[src/rtl/uart_tx_serializer.sv]
// -----------------------------------------------------------------------------
// uart_tx_serializer
//
// Takes bytes from a first-word-fall-through TX FIFO and sends each one on the
// UART line as an 8N1 frame: one start bit, NBIT data bits LSB first, and a
// stop period of SB_TICK baud ticks. The baud timing comes from s_tick, which
// pulses OS times per bit period. Between frames the line sits idle high.
//
// Optional feature: when the macro UART_TX_PARITY_EN is defined, an even-parity
// bit goes out between the last data bit and the stop period. When the macro is
// not defined, the parity state is never entered and the frame is plain 8N1.
//
// Ports:
//   CLK         system clock; all logic runs on the rising edge
//   RESET       synchronous, active-high reset
//   s_tick      baud tick, one CLK wide, OS pulses per bit period
//   fifo_empty  TX FIFO empty flag
//   data_fifo   FIFO head word, valid whenever fifo_empty = 0
//   RD_FIFO     pop strobe, one CLK wide, driven combinationally in idle
//   TX          serial output line, idle high
//   tx_done     one-CLK pulse on the final stop tick of each frame
//   STATE       current FSM state for debug (idle=0 start=1 data=2 parity=3 stop=4)
// -----------------------------------------------------------------------------
module uart_tx_serializer #(
    parameter int NBIT    = 8,
    parameter int OS      = 16,
    parameter int SB_TICK = 16
) (
    input  logic            CLK,
    input  logic            RESET,
    input  logic            s_tick,
    input  logic            fifo_empty,
    input  logic [NBIT-1:0] data_fifo,
    output logic            RD_FIFO,
    output logic            TX,
    output logic            tx_done,
    output logic [2:0]      STATE
);

    // The tick counter must hold the largest terminal count, either a bit
    // period or the stop period.
    localparam int TICK_MAX = (SB_TICK > OS) ? SB_TICK : OS;
    localparam int TICK_W   = (TICK_MAX > 1) ? $clog2(TICK_MAX) : 1;
    localparam int BIT_W    = (NBIT > 1) ? $clog2(NBIT) : 1;

    localparam logic [TICK_W-1:0] OS_LAST  = TICK_W'(OS - 1);
    localparam logic [TICK_W-1:0] SB_LAST  = TICK_W'(SB_TICK - 1);
    localparam logic [BIT_W-1:0]  BIT_LAST = BIT_W'(NBIT - 1);

    typedef enum logic [2:0] {
        ST_IDLE   = 3'd0,
        ST_START  = 3'd1,
        ST_DATA   = 3'd2,
        ST_PARITY = 3'd3,
        ST_STOP   = 3'd4
    } state_t;

    state_t            state, state_next;
    logic [TICK_W-1:0] tick_cnt, tick_next;
    logic [BIT_W-1:0]  bit_cnt, bit_next;
    logic [NBIT-1:0]   shift, shift_next;
`ifdef UART_TX_PARITY_EN
    logic              parity, parity_next;
`endif

    assign STATE = state;

    // NOTE: sequential state uses non-blocking assignments only, so every
    // register samples the values from before the edge and the order of these
    // statements does not matter.
    always_ff @(posedge CLK) begin
        if (RESET) begin
            // NOTE: the shift register is cleared along with the control state.
            // This means a truncated frame leaves no stale data behind.
            state    <= ST_IDLE;
            tick_cnt <= '0;
            bit_cnt  <= '0;
            shift    <= '0;
`ifdef UART_TX_PARITY_EN
            parity   <= 1'b0;
`endif
        end else begin
            state    <= state_next;
            tick_cnt <= tick_next;
            bit_cnt  <= bit_next;
            shift    <= shift_next;
`ifdef UART_TX_PARITY_EN
            parity   <= parity_next;
`endif
        end
    end

    always_comb begin
        // NOTE: every value written below gets a default first, so no path
        // through the case statement can infer a latch.
        state_next = state;
        tick_next  = tick_cnt;
        bit_next   = bit_cnt;
        shift_next = shift;
`ifdef UART_TX_PARITY_EN
        parity_next = parity;
`endif
        RD_FIFO = 1'b0;
        TX      = 1'b1;
        tx_done = 1'b0;

        case (state)
            ST_IDLE: begin
                // Counters are held at zero here. Any tick during the load
                // cycle is therefore ignored.
                TX        = 1'b1;
                tick_next = '0;
                bit_next  = '0;
                if (!fifo_empty) begin
                    RD_FIFO    = 1'b1;
                    shift_next = data_fifo;
`ifdef UART_TX_PARITY_EN
                    parity_next = ^data_fifo;
`endif
                    state_next = ST_START;
                end
            end

            ST_START: begin
                TX = 1'b0;
                if (s_tick) begin
                    if (tick_cnt == OS_LAST) begin
                        tick_next  = '0;
                        bit_next   = '0;
                        state_next = ST_DATA;
                    end else begin
                        tick_next = tick_cnt + 1'b1;
                    end
                end
            end

            ST_DATA: begin
                TX = shift[0];
                if (s_tick) begin
                    if (tick_cnt == OS_LAST) begin
                        tick_next  = '0;
                        shift_next = shift >> 1;
                        if (bit_cnt == BIT_LAST) begin
`ifdef UART_TX_PARITY_EN
                            state_next = ST_PARITY;
`else
                            state_next = ST_STOP;
`endif
                        end else begin
                            bit_next = bit_cnt + 1'b1;
                        end
                    end else begin
                        tick_next = tick_cnt + 1'b1;
                    end
                end
            end

`ifdef UART_TX_PARITY_EN
            ST_PARITY: begin
                TX = parity;
                if (s_tick) begin
                    if (tick_cnt == OS_LAST) begin
                        tick_next  = '0;
                        state_next = ST_STOP;
                    end else begin
                        tick_next = tick_cnt + 1'b1;
                    end
                end
            end
`endif

            ST_STOP: begin
                TX = 1'b1;
                if (s_tick) begin
                    if (tick_cnt == SB_LAST) begin
                        tx_done    = 1'b1;
                        tick_next  = '0;
                        state_next = ST_IDLE;
                    end else begin
                        tick_next = tick_cnt + 1'b1;
                    end
                end
            end

            default: begin
                state_next = ST_IDLE;
                tick_next  = '0;
            end
        endcase

        // Reset overrides everything, including the combinational strobes.
        if (RESET) begin
            RD_FIFO = 1'b0;
            tx_done = 1'b0;
        end
    end

endmodule

[config.mk]
export PLATFORM = sky130hd
export DESIGN_NAME = uart_tx_serializer
export DESIGN_NICKNAME = d
export VERILOG_FILES = /design/src/rtl/uart_tx_serializer.sv
export SDC_FILE = /design/constraint.sdc
export NUM_CORES = 1
export LEC_CHECK = 0
export ABC_CLOCK_PERIOD_IN_PS = 2800
export BUFFER_PORTS_ARGS = -buffer_cell sky130_fd_sc_hd__buf_2
export CAP_MARGIN = 25
export CORE_MARGIN = 3
export CORE_UTILIZATION = 58
export DETAILED_ROUTE_END_ITERATION = 6
export GPL_ROUTABILITY_DRIVEN = 0
export HOLD_SLACK_MARGIN = 0.08
export PLACE_DENSITY = 0.8
export RECOVER_POWER = 50
export SYNTH_ARGS = -nofsm -noshare
export SYNTH_HDL_FRONTEND = slang
export SYNTH_SLANG_ARGS = --single-unit
[constraint.sdc]
create_clock -name CLK -period 2.8 [get_ports CLK]
set_clock_uncertainty 0.1 [all_clocks]
set_input_delay 0.42 -clock CLK [delete_from_list [all_inputs] [get_ports CLK]]
set_output_delay 0.42 -clock CLK [all_outputs]
set_load 0.01 [all_outputs]
==> summary.md <==
| Metric | Value |
|---|---|
| Status | completed |
| Synth top area cells | dfxtp_1 34%, mux2i_1 7.6%, mux2_2 7.5% |
| Max clock buf depth | 2 |
| Netlist Area Pre-Place | 1050 µm² |
| Total gr overflow | 0 |
| Most instantiated library cell after synthesis | nand2_1 |
| Residual DRC | 0 |
| Die area | 2350 µm² |
| Crit start category | flip-flop |
| Fmax | 0.456 GHz |
| H-tree Lvls | 1 |
| GRT Total Usage | 17.9% |
| Post-route antenna net violation count | 0 |
| Input/output buffers | 17 |
| WS Path Type | reg -> reg |
| Routed wire per std cell | 12.6 µm |
| Synth cell types | 32 |
| TNS Setup | 0 ns |
| LEAKAGE | about 0.00043 µW |
| Starting Density | 65.8% |
| Initial DRC count | 20 |
| Slowest cell on crit path | a31oi_1 |
| Main flop type after synthesis | dfxtp_1 |
| Row count | 14 |
| Post-synth EDFFs | 0 |
| Sink Count | 18 |
| Comb power frac | 12.0% |
| Cell taking the most area after synthesis | dfxtp_1 |
| Diode count | 0 |
| Worst vdd ir | 0.300 mV |
| Post-synth top area share | 34.4% |
| Core area | 1590 µm² |
| Wire length of the first global-routing pass | 3380 µm |
| Layout cells sized above 1 | 21.9% |
| Pint | 342 µW |
| Layout net count | 145 |
| Mean post-synth cell area | 9.04 µm² |
| Via count | 856 |
| CP bufs+invs | 0 |
| Final wirelength | 1910 µm |
| Number of synthesized register bits | 18 |
| Max-capacitance violation count | 0 |
| Final hold violation count | 0 |
| Hold-fix buffers, CTS | 0 |
| Number of synthesis warnings | 0 |
| CP endpoint kind | flip-flop |
| Initial antenna violation count | 0 |
| Synth Net Count | 131 |
| CP top delay family | compound AO/OA/AOI/OAI gates |
| Die height | 48.5 µm |
| Critical Path, Cell by Cell | ha_1, and4_1, a31oi_1, mux2i_1 |
| Clock root buffer | clkbuf_4 |
| Synth async-reset ratio | 0% |
| Switching part of the total | 24.7% |
| Largest net degree at the start of global routing | 21 |
| Num CTS Buffers | 3 |
| RSZ-0062 raised after global routing | no |
| Number of placed I/O pins | 18 |
| Vias in the first global route | 776 |
| Pre-antenna DRT Iters | 4 |
| Worst Path Max Fanout | 8 |
| CTS resizes | 0 |
| Synth cell count leaders | 21 x nand2_1, 18 x dfxtp_1, 8 x mux2i_1 |
| Via density | 5.63 |
| Minimum clock period | 2.19 ns |
| Slew @ Worst Pin | 0.973 ns |
| Syn-to-layout area delta | 4.42% |
| Syn Inst Count | around 120 |
| Total power draw | about 450 µW |
| Count of pins over their slew limit | 0 |
| Die X | 48.5 µm |
| Clk Latency, worst-skew pair | 0.28 ns |
| Clock share of power | 27.2% |
| Final setup margin | a little over 0.6 ns |
| Clock transition at path regs | around 0.1 ns |
| WP data required | 2.91 ns |
| Sequential fraction of the synthesis area | 34.4% |
| Min-delay worst type | in -> reg |
| Post-CTS setup buffers | 0 |
| Sw Pwr | roughly 110 µW |
| PwrDens | 415 nW/µm² |
| Placed wire-length estimate | 1410 µm |
| Worst path arrival time | 2.31 ns |
| Finish-stage setup viols | 0 |
| Pre-CTS setup slack | 0.980 ns |
| Part of the power in registers | roughly three fifths |
| Tcrit/Tclk final | 78.4% |
| CTS tree | done |
| Slew headroom | 34.8% |
| Worst path max stage delay | between 0.8 and 0.9 ns |
-- flip-flops by register name, summed over array words and instances (netlist names) --
register and count:
STATE 3, shift 8, bit_cnt 3, tick_cnt 4
-- worst paths after layout --
kind | depth (start not counted) | from | to | slack [ns]
setup / recovery | 4 | tick_cnt[0] | shift[4] | 0.61
hold / removal | 2 | RESET | STATE[2] | 0.28
setup reg to reg | 4 | tick_cnt[0] | shift[4] | 0.61
hold reg to reg | 2 | shift[3] | shift[3] | 0.36
-- power groups by stage --
| stage | clock (µW) | combinational (µW) | sequential, µW |
|---|---|---|---|
| floorplan | 0 | 44.7 | 277 |
| global placement | 0 | 56.1 | 281 |
| detailed placement | 0 | 57.4 | 282 |
| CTS | 129 | 57.5 | 276 |
| global route | 141 | 60.6 | 278 |
| finish | 124 | 54.3 | 276 |
-- logic make-up after synthesis --
family                     Yosys count  synth area share (%)
DFF                                 18                  34.4
xor gates and xnor gates             1                 0.835
muxes                               15                  15.2
adders and majority gates            3                  3.58
and+or+nand+nor                     47                  23.7
buffers and inverters               12                  7.52
AOI/OAI and AO/OA                   20                  14.8
-- routing by layer --
| metal | up-vias | part of all wire (%) | global-route usage [%] |
|---|---|---|---|
| li1 | 443 | - | - |
| met1 | 390 | 47 | 23.8 |
| met2 | 21 | 47 | 29.1 |
| met3 | 2 | 4.8 | 4.29 |
| met4 | 0 | 0.89 | 4.27 |
| met5 | - | 0 | 0 |
-- layout make-up --
class | instances | area, µm²
multi-input combinational | 86 | 584
fill | 143 | 499
sequential | 18 | 360
timing repair buffer | 17 | 82.6
tap | 24 | 30.0
clock buffer | 3 | 22.5
inverter | 4 | 15.0
-- through the flow --
stage,cells,hold slack [ns],utilization (%),area (µm²)
after floorplan,116,0.335,-,1050
after global placement,149,0.343,69.0,1100
after detailed placement,149,0.353,69.0,1100
after CTS,152,0.280,70.4,1120
after global routing,152,0.289,68.7,1090
final,152,0.284,68.7,1090
-- cell usage in the layout (no fill, tap or decap), drive strengths merged --
cell and count:
nor2b 2, nor4 3, nand4 4, a211oi 2
nand3 3, a41oi 1, nor2 5, a31oi 1
nand3b 1, a21oi 5, nor4b 1, o2bb2ai 1
clkbuf 5, xor2 1, inv 4, dfxtp 18
o221ai 2, a31o 1, nor3 3, and4 1
buf 15, nand2 21, a311oi 1, or2 1
ha 3, or4b 1, mux2i 8, o311ai 1
o21ai 5, nand2b 1, mux2 7
No activity file was read; power rests on OpenSTA's default activity.
